File: config.mk
export PLATFORM = sky130hd
export DESIGN_NAME = mod_addsub_sched_flat
export DESIGN_NICKNAME = d
export VERILOG_FILES = /design/src/rtl/mod_addsub_sched_if.sv /design/src/rtl/mod_addsub_sched.sv /design/src/flat_wrapper.sv
export SDC_FILE = /design/constraint.sdc
export NUM_CORES = 1
export LEC_CHECK = 0
export ABC_AREA = 1
export CAP_MARGIN = 20
export CORE_ASPECT_RATIO = 0.6
export CORE_UTILIZATION = 39
export CTS_CLUSTER_DIAMETER = 200
export DETAILED_ROUTE_END_ITERATION = 10
export PLACE_DENSITY = 0.75
export SLEW_MARGIN = 20
export SYNTH_ARGS = -nofsm -noshare
export SYNTH_HDL_FRONTEND = slang
export SYNTH_SLANG_ARGS = --single-unit
export TNS_END_PERCENT = 5
File: constraint.sdc
create_clock -name clk -period 1.3 [get_ports clk]
set_clock_uncertainty 0.15 [all_clocks]
set_input_delay 0.195 -clock clk [delete_from_list [all_inputs] [get_ports clk]]
set_output_delay 0.195 -clock clk [all_outputs]
set_load 0.01 [all_outputs]
File: src/rtl/mod_addsub_sched_if.sv
// Bundle of requester, datapath and response signals for mod_addsub_sched.
// slave = the scheduler's view, master = producers/datapath/consumer side.
interface mod_addsub_sched_if #(
   parameter int W = 4
);
   logic         req0_valid;
   logic         req0_ready;
   logic [W-1:0] req0_a;
   logic [W-1:0] req0_b;
   logic         req0_sub;
   logic         req1_valid;
   logic         req1_ready;
   logic [W-1:0] req1_a;
   logic [W-1:0] req1_b;
   logic         req1_sub;
   logic [W-1:0] dp_a;
   logic [W-1:0] dp_b;
   logic         dp_sub;
   logic [W-1:0] dp_result;
   logic         rsp_valid;
   logic         rsp_ready;
   logic         rsp_id;
   logic [W-1:0] rsp_data;
   logic         busy;

   modport slave (
      input  req0_valid, req0_a, req0_b, req0_sub,
      output req0_ready,
      input  req1_valid, req1_a, req1_b, req1_sub,
      output req1_ready,
      output dp_a, dp_b, dp_sub,
      input  dp_result,
      output rsp_valid, rsp_id, rsp_data,
      input  rsp_ready,
      output busy
   );

   modport master (
      output req0_valid, req0_a, req0_b, req0_sub,
      input  req0_ready,
      output req1_valid, req1_a, req1_b, req1_sub,
      input  req1_ready,
      input  dp_a, dp_b, dp_sub,
      output dp_result,
      input  rsp_valid, rsp_id, rsp_data,
      output rsp_ready,
      input  busy
   );
endinterface

File: src/rtl/mod_addsub_sched.sv
// Two-requester scheduler for a shared combinational modular add/sub datapath.
// MODADD_SCHED_RR_EN selects round-robin arbitration; default is fixed priority (req0 wins).
module mod_addsub_sched #(
   parameter int W             = 4,
   parameter int SETTLE_CYCLES = 2
) (
   input logic               clk,
   input logic               rst_n,
   mod_addsub_sched_if.slave bus
);
   typedef enum logic [1:0] {IDLE, SETTLE, RESP} state_t;

   // Loaded with SETTLE_CYCLES so the capture edge lands SETTLE_CYCLES+1 edges after transfer.
   localparam logic [3:0] CNT_INIT = 4'(SETTLE_CYCLES);

   state_t       state;
   logic [3:0]   cnt;
   logic         id;
   logic         last_grant;
   logic         grant;
   logic [W-1:0] dp_a_q;
   logic [W-1:0] dp_b_q;
   logic         dp_sub_q;
   logic         rsp_valid_q;
   logic         rsp_id_q;
   logic [W-1:0] rsp_data_q;
   logic         busy_q;
   logic         ready0;
   logic         ready1;

`ifdef MODADD_SCHED_RR_EN
   always_comb begin
      grant = 1'b0;
      if (bus.req0_valid && bus.req1_valid) grant = ~last_grant;
      else if (bus.req1_valid)              grant = 1'b1;
   end
`else
   always_comb begin
      grant = 1'b0;
      if (!bus.req0_valid && bus.req1_valid) grant = 1'b1;
   end

   // Tracked for parity with the round-robin build; fixed priority ignores it.
   logic unused_last_grant;
   assign unused_last_grant = last_grant;
`endif

   assign ready0 = (state == IDLE) && bus.req0_valid && !grant;
   assign ready1 = (state == IDLE) && bus.req1_valid &&  grant;

   always_ff @(posedge clk or negedge rst_n) begin
      if (!rst_n) begin
         state       <= IDLE;
         cnt         <= '0;
         id          <= 1'b0;
         last_grant  <= 1'b1;
         dp_a_q      <= '0;
         dp_b_q      <= '0;
         dp_sub_q    <= 1'b0;
         rsp_valid_q <= 1'b0;
         rsp_id_q    <= 1'b0;
         rsp_data_q  <= '0;
         busy_q      <= 1'b0;
      end else begin
         case (state)
            IDLE: begin
               if (ready0 || ready1) begin
                  dp_a_q     <= ready1 ? bus.req1_a   : bus.req0_a;
                  dp_b_q     <= ready1 ? bus.req1_b   : bus.req0_b;
                  dp_sub_q   <= ready1 ? bus.req1_sub : bus.req0_sub;
                  id         <= ready1;
                  last_grant <= ready1;
                  cnt        <= CNT_INIT;
                  state      <= SETTLE;
                  busy_q     <= 1'b1;
               end
            end
            SETTLE: begin
               if (cnt == 4'd0) begin
                  rsp_data_q  <= bus.dp_result;
                  rsp_id_q    <= id;
                  rsp_valid_q <= 1'b1;
                  state       <= RESP;
               end else begin
                  cnt <= cnt - 4'd1;
               end
            end
            RESP: begin
               if (bus.rsp_ready) begin
                  rsp_valid_q <= 1'b0;
                  state       <= IDLE;
                  busy_q      <= 1'b0;
               end
            end
            default: begin
               state  <= IDLE;
               busy_q <= 1'b0;
            end
         endcase
      end
   end

   assign bus.req0_ready = ready0;
   assign bus.req1_ready = ready1;
   assign bus.dp_a       = dp_a_q;
   assign bus.dp_b       = dp_b_q;
   assign bus.dp_sub     = dp_sub_q;
   assign bus.rsp_valid  = rsp_valid_q;
   assign bus.rsp_id     = rsp_id_q;
   assign bus.rsp_data   = rsp_data_q;
   assign bus.busy       = busy_q;
endmodule

File: src/flat_wrapper.sv
// flat-port wrapper written by rule: the top's interface ports become plain ports
module mod_addsub_sched_flat 
#(
   parameter int W             = 4,
   parameter int SETTLE_CYCLES = 2
)
  (clk, rst_n, bus_req0_valid, bus_req0_a, bus_req0_b, bus_req0_sub, bus_req0_ready, bus_req1_valid, bus_req1_a, bus_req1_b, bus_req1_sub, bus_req1_ready, bus_dp_a, bus_dp_b, bus_dp_sub, bus_dp_result, bus_rsp_valid, bus_rsp_id, bus_rsp_data, bus_rsp_ready, bus_busy);
  mod_addsub_sched_if #(.W(W)) bus_i ();
  input logic clk;
  input logic rst_n;
  input wire logic [$bits(bus_i.req0_valid)-1:0] bus_req0_valid;
  input wire logic [$bits(bus_i.req0_a)-1:0] bus_req0_a;
  input wire logic [$bits(bus_i.req0_b)-1:0] bus_req0_b;
  input wire logic [$bits(bus_i.req0_sub)-1:0] bus_req0_sub;
  output wire logic [$bits(bus_i.req0_ready)-1:0] bus_req0_ready;
  input wire logic [$bits(bus_i.req1_valid)-1:0] bus_req1_valid;
  input wire logic [$bits(bus_i.req1_a)-1:0] bus_req1_a;
  input wire logic [$bits(bus_i.req1_b)-1:0] bus_req1_b;
  input wire logic [$bits(bus_i.req1_sub)-1:0] bus_req1_sub;
  output wire logic [$bits(bus_i.req1_ready)-1:0] bus_req1_ready;
  output wire logic [$bits(bus_i.dp_a)-1:0] bus_dp_a;
  output wire logic [$bits(bus_i.dp_b)-1:0] bus_dp_b;
  output wire logic [$bits(bus_i.dp_sub)-1:0] bus_dp_sub;
  input wire logic [$bits(bus_i.dp_result)-1:0] bus_dp_result;
  output wire logic [$bits(bus_i.rsp_valid)-1:0] bus_rsp_valid;
  output wire logic [$bits(bus_i.rsp_id)-1:0] bus_rsp_id;
  output wire logic [$bits(bus_i.rsp_data)-1:0] bus_rsp_data;
  input wire logic [$bits(bus_i.rsp_ready)-1:0] bus_rsp_ready;
  output wire logic [$bits(bus_i.busy)-1:0] bus_busy;
  assign bus_i.req0_valid = bus_req0_valid;
  assign bus_i.req0_a = bus_req0_a;
  assign bus_i.req0_b = bus_req0_b;
  assign bus_i.req0_sub = bus_req0_sub;
  assign bus_req0_ready = bus_i.req0_ready;
  assign bus_i.req1_valid = bus_req1_valid;
  assign bus_i.req1_a = bus_req1_a;
  assign bus_i.req1_b = bus_req1_b;
  assign bus_i.req1_sub = bus_req1_sub;
  assign bus_req1_ready = bus_i.req1_ready;
  assign bus_dp_a = bus_i.dp_a;
  assign bus_dp_b = bus_i.dp_b;
  assign bus_dp_sub = bus_i.dp_sub;
  assign bus_i.dp_result = bus_dp_result;
  assign bus_rsp_valid = bus_i.rsp_valid;
  assign bus_rsp_id = bus_i.rsp_id;
  assign bus_rsp_data = bus_i.rsp_data;
  assign bus_i.rsp_ready = bus_rsp_ready;
  assign bus_busy = bus_i.busy;
  mod_addsub_sched #(.W(W), .SETTLE_CYCLES(SETTLE_CYCLES)) u_core (.clk(clk), .rst_n(rst_n), .bus(bus_i));
endmodule
### Yosys cells after proc, flatten, opt, wreduce, memory -nomap -nowiden

Cells that the tools add are included.

| cells by class | value |
|---|---|
| $add $sub $neg | 1 |
| $mul | 0 |
| divide/modulo/power cells | 0 |
| order comparisons | 0 |
| eq/ne operators | 6 |
| shifts and indexed selects | 0 |
| mux-type cells | 16 |
| bitwise gates (word level) | 1 |
| reduce and logical (&&, ||, !) cells | 18 |

Operators by type and width:

| cell | count |
|---|---|
| $mux W4 | 4 |
| $reduce_and A3 Y1 | 4 |
| $pmux W4 S2 | 1 |
| $mux W2 | 3 |
| $ne A2 B2 Y1 const B | 3 |
| $pmux W2 S3 | 1 |
| $logic_and A1 B1 Y1 | 5 |
| $mux W1 | 5 |
| $logic_not A4 Y1 | 1 |
| $reduce_and A2 Y1 | 2 |
| $reduce_bool A2 Y1 | 2 |
| $sub A4 B1 Y4 const B | 1 |
| $pmux W1 S3 | 1 |
| $eq A2 B1 Y1 const B | 1 |
| $eq A2 B2 Y1 const B | 1 |
| $logic_not A1 Y1 | 2 |
| $logic_not A2 Y1 | 1 |
| $ne A2 B1 Y1 const B | 1 |
| $pmux W1 S2 | 1 |
| $logic_or A1 B1 Y1 | 1 |
| $not A1 Y1 | 1 |

| storage, ports and cells | value |
|---|---|
| register bits | 23 |
| bits in latches | 0 |
| bits in writable memories | 0 |
| bits in read-only memories | 0 |
| output and inout bits | 18 |
| logic and storage cells | 52 |
| memories | 0 |

### Longest topological paths before layout

Gate-level depths: netlist (run 1).

| depth | value |
|---|---|
| word-level depth | 8 |
| depth in mapped cells | 7 |
| mapped depth without buffers | 7 |

### Least setup slack after synthesis (run 1)

No wires, ideal clock.

| timing | value |
|---|---|
| path kind | reg2reg |
| from | register u_core.cnt[0] |
| to | register u_core.rsp_id_q, in the netlist u_core.bus.rsp_id |
| arrival time | 1.097 ns |
| slack | -0.068 ns |
| stages on the path, launching flop included | 8 |
| buffers on the path | 0 |
| cells stage by stage | dfrtp_1 inv_1 ha_1 nand2_1 nor2_2 nand2_2 nand2_1 o21ai_1 |

| between the ends | value |
|---|---|
| word-level cells in the longest chain between the ends | 2 |

Ends and longest elaborated chain:

| item | line | source |
|---|---|---|
| from (decl) | mod_addsub_sched.sv:17 | `logic [3:0] cnt;` |
| from (signal assigned) | mod_addsub_sched.sv:85 | `cnt <= cnt - 4'd1;` |
| $logic_not A4 Y1 | mod_addsub_sched.sv:79 | `if (cnt == 4'd0) begin` |
| $reduce_and A2 Y1 (no line) | - |  |
| to (signal assigned) | mod_addsub_sched.sv:81 | `rsp_id_q <= id;` |
| to (decl) | mod_addsub_sched.sv:25 | `logic rsp_id_q;` |

No other way between the ends.
A chain may end at the register's enable or synchronous reset.

### Final worst setup path (run 1)

| timing | value |
|---|---|
| from | register u_core.state[1] |
| to | output bus_req0_ready |

| between the ends | value |
|---|---|
| word-level cells in the longest chain between the ends | 3 |

Ends and longest elaborated chain:

| item | line | source |
|---|---|---|
| from (decl) | mod_addsub_sched.sv:16 | `state_t state;` |
| from (signal assigned) | mod_addsub_sched.sv:53 | `state <= IDLE;` |
| from (signal assigned) | mod_addsub_sched.sv:74 | `state <= SETTLE;` |
| from (signal assigned) | mod_addsub_sched.sv:83 | `state <= RESP;` |
| $logic_not A2 Y1 | mod_addsub_sched.sv:48 | `assign ready0 = (state == IDLE) && bus.req0_valid && !grant;` |
| $logic_and A1 B1 Y1 (2 in a row) | mod_addsub_sched.sv:48 |  |
| to (decl) | flat_wrapper.sv:15 | `output wire logic [$bits(bus_i.req0_ready)-1:0] bus_req0_ready;` |

No other way between the ends.

==> results of run 1 <==
area by class of cell:
type                    count  area share, %
clock buffers               4           2.41
repair buffers             62           31.8
multi-input cells          99           26.3
inverters                  30           6.02
flip-flops and latches     23           30.8
well taps                  40           2.68
registers in the layout, indices dropped and copies added (netlist names), 2 cells and up:
| name | count |
|---|---|
| u_core.bus.rsp_data | 4 |
| u_core.bus.dp_b | 4 |
| u_core.state | 2 |
| u_core.bus.dp_a | 4 |
| u_core.cnt | 4 |
critical path, stage by stage (launching register included):
cell     delay (ns)
dfrtp_1        0.42
buf_6          0.13
nor3b_4        0.18
buf_2          0.16
cells in the mapped netlist:
library cell | n | area [um^2]
nand2_1 | 61 | 229
nor3b_1 | 1 | 7.51
o21ai_0 | 1 | 5.00
dfrtp_1 | 23 | 576
nor2_4 | 1 | 11.3
inv_2 | 4 | 15.0
o21ai_1 | 3 | 15.0
buf_4 | 1 | 7.51
buf_6 | 1 | 11.3
nand3_1 | 18 | 90.1
nand3b_1 | 1 | 7.51
nor2_2 | 2 | 12.5
nor2_1 | 3 | 11.3
ha_1 | 1 | 12.5
nand2_2 | 4 | 25.0
o21a_1 | 1 | 7.51
o21ai_4 | 1 | 16.3
a21oi_1 | 1 | 5.00
inv_1 | 26 | 97.6
stage by stage:
stage                     hold slack (ns)  instances  setup WS, ns
final                               0.113        258        -0.208
after global placement              0.304        252        -0.541
after global routing                0.137        258        -0.266
after floorplan                    -0.251        154        0.0289
after CTS                           0.126        258        -0.225
after detailed placement            0.314        252        -0.672
worst min-delay path by stage:
stage                                       start                                  to  slack (ns)  cells past startpoint
2_1_floorplan                               rst_n         u_core.bus.busy$_DFFE_PN0P_       -0.25                      0
3_3_place_gp   u_core.bus.rsp_data[3]$_DFFE_PN0P_  u_core.bus.rsp_data[3]$_DFFE_PN0P_        0.30                      2
3_5_place_dp       u_core.bus.dp_b[3]$_DFFE_PN0P_      u_core.bus.dp_b[3]$_DFFE_PN0P_        0.31                      2
4_1_cts                                     rst_n      u_core.bus.dp_a[2]$_DFFE_PN0P_        0.13                      2
5_1_grt                                     rst_n    u_core.bus.rsp_valid$_DFFE_PN0P_        0.14                      2
6_report                                    rst_n    u_core.bus.rsp_valid$_DFFE_PN0P_        0.11                      2
cell families (layout without fill, tap and decap cells):
group | after synthesis | count (layout) | synth area share (%)
and+or+nand+nor | 91 | 91 | 33.9
buffers and inverters | 32 | 96 | 11.3
DFF | 23 | 23 | 49.5
AOI/OAI and AO/OA | 7 | 7 | 4.20
adders and majority gates | 1 | 1 | 1.08
per-layer routing:
metal	vias to the layer above	GRT usage, %	wire [um]
li1	589	-	-
met1	547	26.4	1400
met2	22	41.5	1610
met3	2	4.78	87
met4	0	5.88	23
met5	-	0	0
what timing repair did:
action                                  4_1_cts  5_1_grt
buffers inserted                              2        0
gates resized for setup                      28       17
pin swaps                                     4        2
endpoints found under the setup margin       37       39
power groups by stage:
stage | combinational, uW | sequential [uW] | clock (uW)
after floorplan | 1040 | 1380 | 0
after global placement | 2220 | 1240 | 0
after detailed placement | 2340 | 1260 | 0
after CTS | 2280 | 1250 | 438
after global routing | 2590 | 1300 | 484
final | 2320 | 1260 | 443
==> flow_summary.json, run 1 <==
{
  "period_needed_ns": 1.51,
  "setup_viol": 24,
  "layout_common_cells": "nand2_1, clkdlybuf4s50_1, inv_1",
  "die_h_um": 44.3,
  "dieArea_um2": 3210,
  "ios": 45,
  "power.share.clock_pct": 11.0,
  "period_share_pct": 116,
  "combPwrFrac_pct": 57.7,
  "cts_max_level": 1,
  "reg2reg_to": "u_core.cnt[2]$_DFFE_PN0P_",
  "slew_headroom_pct": 86.3,
  "rows": 14,
  "worstPathRequired_ns": 0.95,
  "gp_congestion": 0.818,
  "crit_path_start": "u_core.state[1]$_DFFE_PN0P_",
  "switchingPower_uw": 1640,
  "place_area_um2": 1790,
  "final_antenna_net_count": 0,
  "grt_pass1_wl_um": 5150,
  "cap_viol_max_count": 0,
  "grt_usage_pct": 22.2,
  "syn_nets": 182,
  "power.density_nw_per_um2": 2150,
  "dieWidth_um": 72.5,
  "final.setup.tns_ns": -2.00,
  "ir_drop_uv": 1240,
  "critPathKind": "register to primary output",
  "initial_core_util_pct": 43.7,
  "ff2ff_setup_slack_ns": -0.18,
  "yosys_warnings": 0,
  "numCtsBuffers": 3,
  "failed_checks": "negative setup slack",
  "grt_max_degree": 24,
  "fmax_ghz": 0.663,
  "worstHoldPathType": "input pin to asynchronous set/reset pin",
  "synth_cell_types": 19,
  "drtIter0Drc": 25,
  "viasPerCell": 4.50,
  "drive_gt1_share_pct": 17.9,
  "power_frac_seq_pct": 31.3,
  "syn_inst": 154,
  "clk_pin_slew_ns": 0.08,
  "antenna_found_initial": 0,
  "ys_seq_area_share_pct": 49.5,
  "nets": 247,
  "worstPathMaxFanout": 2,
  "coreArea_um2": 2660,
  "synthToLayoutAreaGrowth_pct": 60.8,
  "cts_tree": "built",
  "power_uw": 4020,
  "tightest_slew_ns": 0.204,
  "wire_per_inst_um": 12.1,
  "p_leak_uw": 0.000997,
  "fin_ws_ns": -0.208,
  "diodes": 0,
  "worstSkewPairLatency_ns": 0.27,
  "dr.pass1.iters": 4,
  "seq_area_um2": 576,
  "finalMaxSlewViolations": 0,
  "hpwl_um": 2600,
  "cts_root_buffer": "clkbuf_8",
  "route.detailed.drc": 0,
  "fin_area_um2": 1870,
  "vias": 1160,
  "hold_viol": 0,
  "syn_avg_cell_area_um2": 7.55,
  "critPathLaunchType": "register",
  "ff2ff_path_depth": 7,
  "cts.path.max_buffers": 2,
  "grt_pass1_vias": 1134,
  "p_int_uw": 2390,
  "drt_wl_total_um": 3130,
  "cts_sinks": 23,
  "multiInputGateArea_um2": 492,
  "io_buffers": 44,
  "end_kind": "primary output",
  "switching_share_pct": 40.7,
  "gr-total-overflow": 0,
  "r2r-start": "u_core.state[1]$_DFFE_PN0P_",
  "ys_seq_elements": 23,
  "fillers": 222,
  "final_common_cell": "nand2_1",
  "synth_area_um2": 1160,
  "crit_end": "bus_req0_ready",
  "fin_util_pct": 70.2,
  "status": "finished with violations",
  "rsz0062_at_grt": "true",
  "postCtsHoldBufs": 0,
  "arrival_ns": 1.16
}
Power figures use the tool's default switching activity.
==> run 2, diff against run 1 <==
--- a/config.mk
+++ b/config.mk
@@ -12,4 +12,5 @@
 export CTS_CLUSTER_DIAMETER = 200
 export DETAILED_ROUTE_END_ITERATION = 10
+export MAX_ROUTING_LAYER = met4
 export PLACE_DENSITY = 0.75
 export SLEW_MARGIN = 20
--- a/constraint.sdc
+++ b/constraint.sdc
@@ -3,3 +3,3 @@
 set_input_delay 0.195 -clock clk [delete_from_list [all_inputs] [get_ports clk]]
 set_output_delay 0.195 -clock clk [all_outputs]
-set_load 0.01 [all_outputs]
+set_load 0.005 [all_outputs]
==> run 2 against run 1 <==
- the run still ends with negative setup slack left
- worst setup slack better by 0.0039 ns
- total power rose by 2.0%
- cell area rose by 2.2%
- first-iteration DRC count grew to 2.8 times the previous value
- flip-flop and latch count is the same
- worst hold slack improved by 0.0045 ns
- critical path depth did not move
- global-route usage grew 1.9 points
- clock power is essentially flat
- highest routed layer unchanged
==> flow_summary.json, run 2 (synthesis gave the netlist of run 1 again) <==
{
  "status": "finished with violations",
  "failed_checks": "negative setup slack",
  "end_kind": "primary output",
  "multiInputGateArea_um2": 527,
  "clk_pin_slew_ns": 0.08,
  "seq_area_um2": 576,
  "period_share_pct": 116,
  "whs_ns": 0.117,
  "rsz0062_at_grt": "true",
  "die_h_um": 44.3,
  "fin_ws_ns": -0.204,
  "combPwrFrac_pct": 58.8,
  "p_leak_uw": 0.00103,
  "cpPeakStageDelay_ns": 0.41,
  "path_buf_inv": 2,
  "fmax_ghz": 0.665,
  "viasPerCell": 4.83,
  "cp.depth": 3,
  "dp_cells": 250,
  "ff2ff_setup_slack_ns": -0.15,
  "ir_drop_uv": 1100,
  "cts_max_level": 1,
  "cts_root_buffer": "clkbuf_8",
  "dieWidth_um": 72.5,
  "switching_share_pct": 40.6,
  "p_int_uw": 2440,
  "critPathLaunchType": "register",
  "crit_end": "bus_req0_ready",
  "cts_tree": "built",
  "vias": 1245,
  "slew_headroom_pct": 79.6,
  "io_buffers": 44,
  "drtIter0Drc": 69,
  "arrival_ns": 1.16,
  "period_needed_ns": 1.50,
  "cts_sinks": 23,
  "final_antenna_net_count": 0,
  "power.density_nw_per_um2": 2150,
  "synthToLayoutAreaGrowth_pct": 64.4,
  "coreArea_um2": 2660,
  "dr.pass1.iters": 7,
  "worstHoldPathType": "input pin to asynchronous set/reset pin",
  "initial_core_util_pct": 43.7,
  "worstPathRequired_ns": 0.95,
  "gp_congestion": 0.817,
  "drt_wl_total_um": 3430,
  "crit_path_start": "u_core.state[0]$_DFFE_PN0P_",
  "wire_per_inst_um": 13.3,
  "ff2ff_path_depth": 7,
  "tightest_slew_ns": 0.305,
  "hold_viol": 0,
  "final.setup.tns_ns": -2.31,
  "diodes": 0,
  "dieArea_um2": 3210,
  "ios": 45,
  "rows": 14,
  "worstSkewPairLatency_ns": 0.27,
  "gr-total-overflow": 0,
  "grt_max_degree": 24,
  "crit_family": "flip-flops",
  "cp_slowest_cell": "dfrtp_1",
  "cap_viol_max_count": 0,
  "postCtsHoldBufs": 0,
  "final_cells": 258,
  "drive_gt1_share_pct": 21.1,
  "r2r-start": "u_core.state[1]$_DFFE_PN0P_",
  "grt_pass1_wl_um": 5310,
  "switchingPower_uw": 1670,
  "hpwl_um": 2610,
  "nets": 247,
  "route.detailed.drc": 0,
  "antenna_found_initial": 0,
  "grt_pass1_vias": 1157,
  "worstPathMaxFanout": 2,
  "cts.path.max_buffers": 2,
  "fillers": 216,
  "finalMaxSlewViolations": 0,
  "final_common_cell": "nand2_1",
  "power.share.clock_pct": 10.8,
  "reg2reg_to": "u_core.cnt[1]$_DFFE_PN0P_",
  "critPathKind": "register to primary output",
  "power_frac_seq_pct": 30.4,
  "crit_chain": "buf_6, nor3b_4, buf_2",
  "setup_viol": 22,
  "numCtsBuffers": 3,
  "layout_common_cells": "nand2_1, clkdlybuf4s50_1, inv_1",
  "grt_usage_pct": 24.1
}
-- run 2: how the worst min path moves through the flow --
stage | from | end | slack, ns | depth (start not counted)
3_3_place_gp | u_core.bus.rsp_data[3]$_DFFE_PN0P_ | u_core.bus.rsp_data[3]$_DFFE_PN0P_ | 0.30 | 2
4_1_cts | rst_n | u_core.cnt[1]$_DFFE_PN0P_ | 0.12 | 2
5_1_grt | rst_n | u_core.cnt[2]$_DFFE_PN0P_ | 0.12 | 2
2_1_floorplan | rst_n | u_core.bus.busy$_DFFE_PN0P_ | -0.25 | 0
6_report | rst_n | u_core.cnt[2]$_DFFE_PN0P_ | 0.12 | 2
3_5_place_dp | u_core.bus.dp_a[3]$_DFFE_PN0P_ | u_core.bus.dp_a[3]$_DFFE_PN0P_ | 0.32 | 2
-- run 2: what timing repair did --
item	in CTS	in global routing
resized for setup	33	19
setup buffers	5	0
setup endpoints to repair	33	28
pin swaps	4	8
-- run 2: cell type report --
class                   count  share of cell area [%]
clock buffers               4                    2.36
inverters                  30                    6.02
multi-input cells          99                    27.6
flip-flops and latches     23                    30.1
well taps                  40                    2.62
repair buffers             62                    31.3
-- run 2: layer usage --
| layer | GRT usage, % | wire length [um] | vias to the layer above |
|---|---|---|---|
| met2 | 40.9 | 1740 | 47 |
| met1 | 27.7 | 1420 | 590 |
| met3 | 4.33 | 165 | 11 |
| li1 | - | - | 597 |
| met5 | - | 0 | - |
| met4 | 12.9 | 108 | 0 |
-- run 2: stage by stage --
step                setup WS [ns]  area [um^2]  util [%]  power, uW
finish                     -0.204         1910      71.8       4100
global route               -0.238         1910      71.8       4410
CTS                        -0.193         1860      70.0       3910
detailed placement         -0.655         1780      66.7       3450
global placement           -0.562         1780      66.7       3320
floorplan                  0.0313         1190         -       2320
-- run 2: power by group through the flow --
stage | logic, uW | registers, uW | clock network, uW
final | 2410 | 1250 | 441
after global routing | 2640 | 1280 | 491
after CTS | 2220 | 1230 | 455
after detailed placement | 2190 | 1260 | 0
after global placement | 2080 | 1240 | 0
after floorplan | 1040 | 1280 | 0
==> run 3, diff against run 2 <==
- CTS_CLUSTER_SIZE: unset -> 25
==> results of run 3 <==
No change in the layout: final DEF, timing and power equal those of run 2.
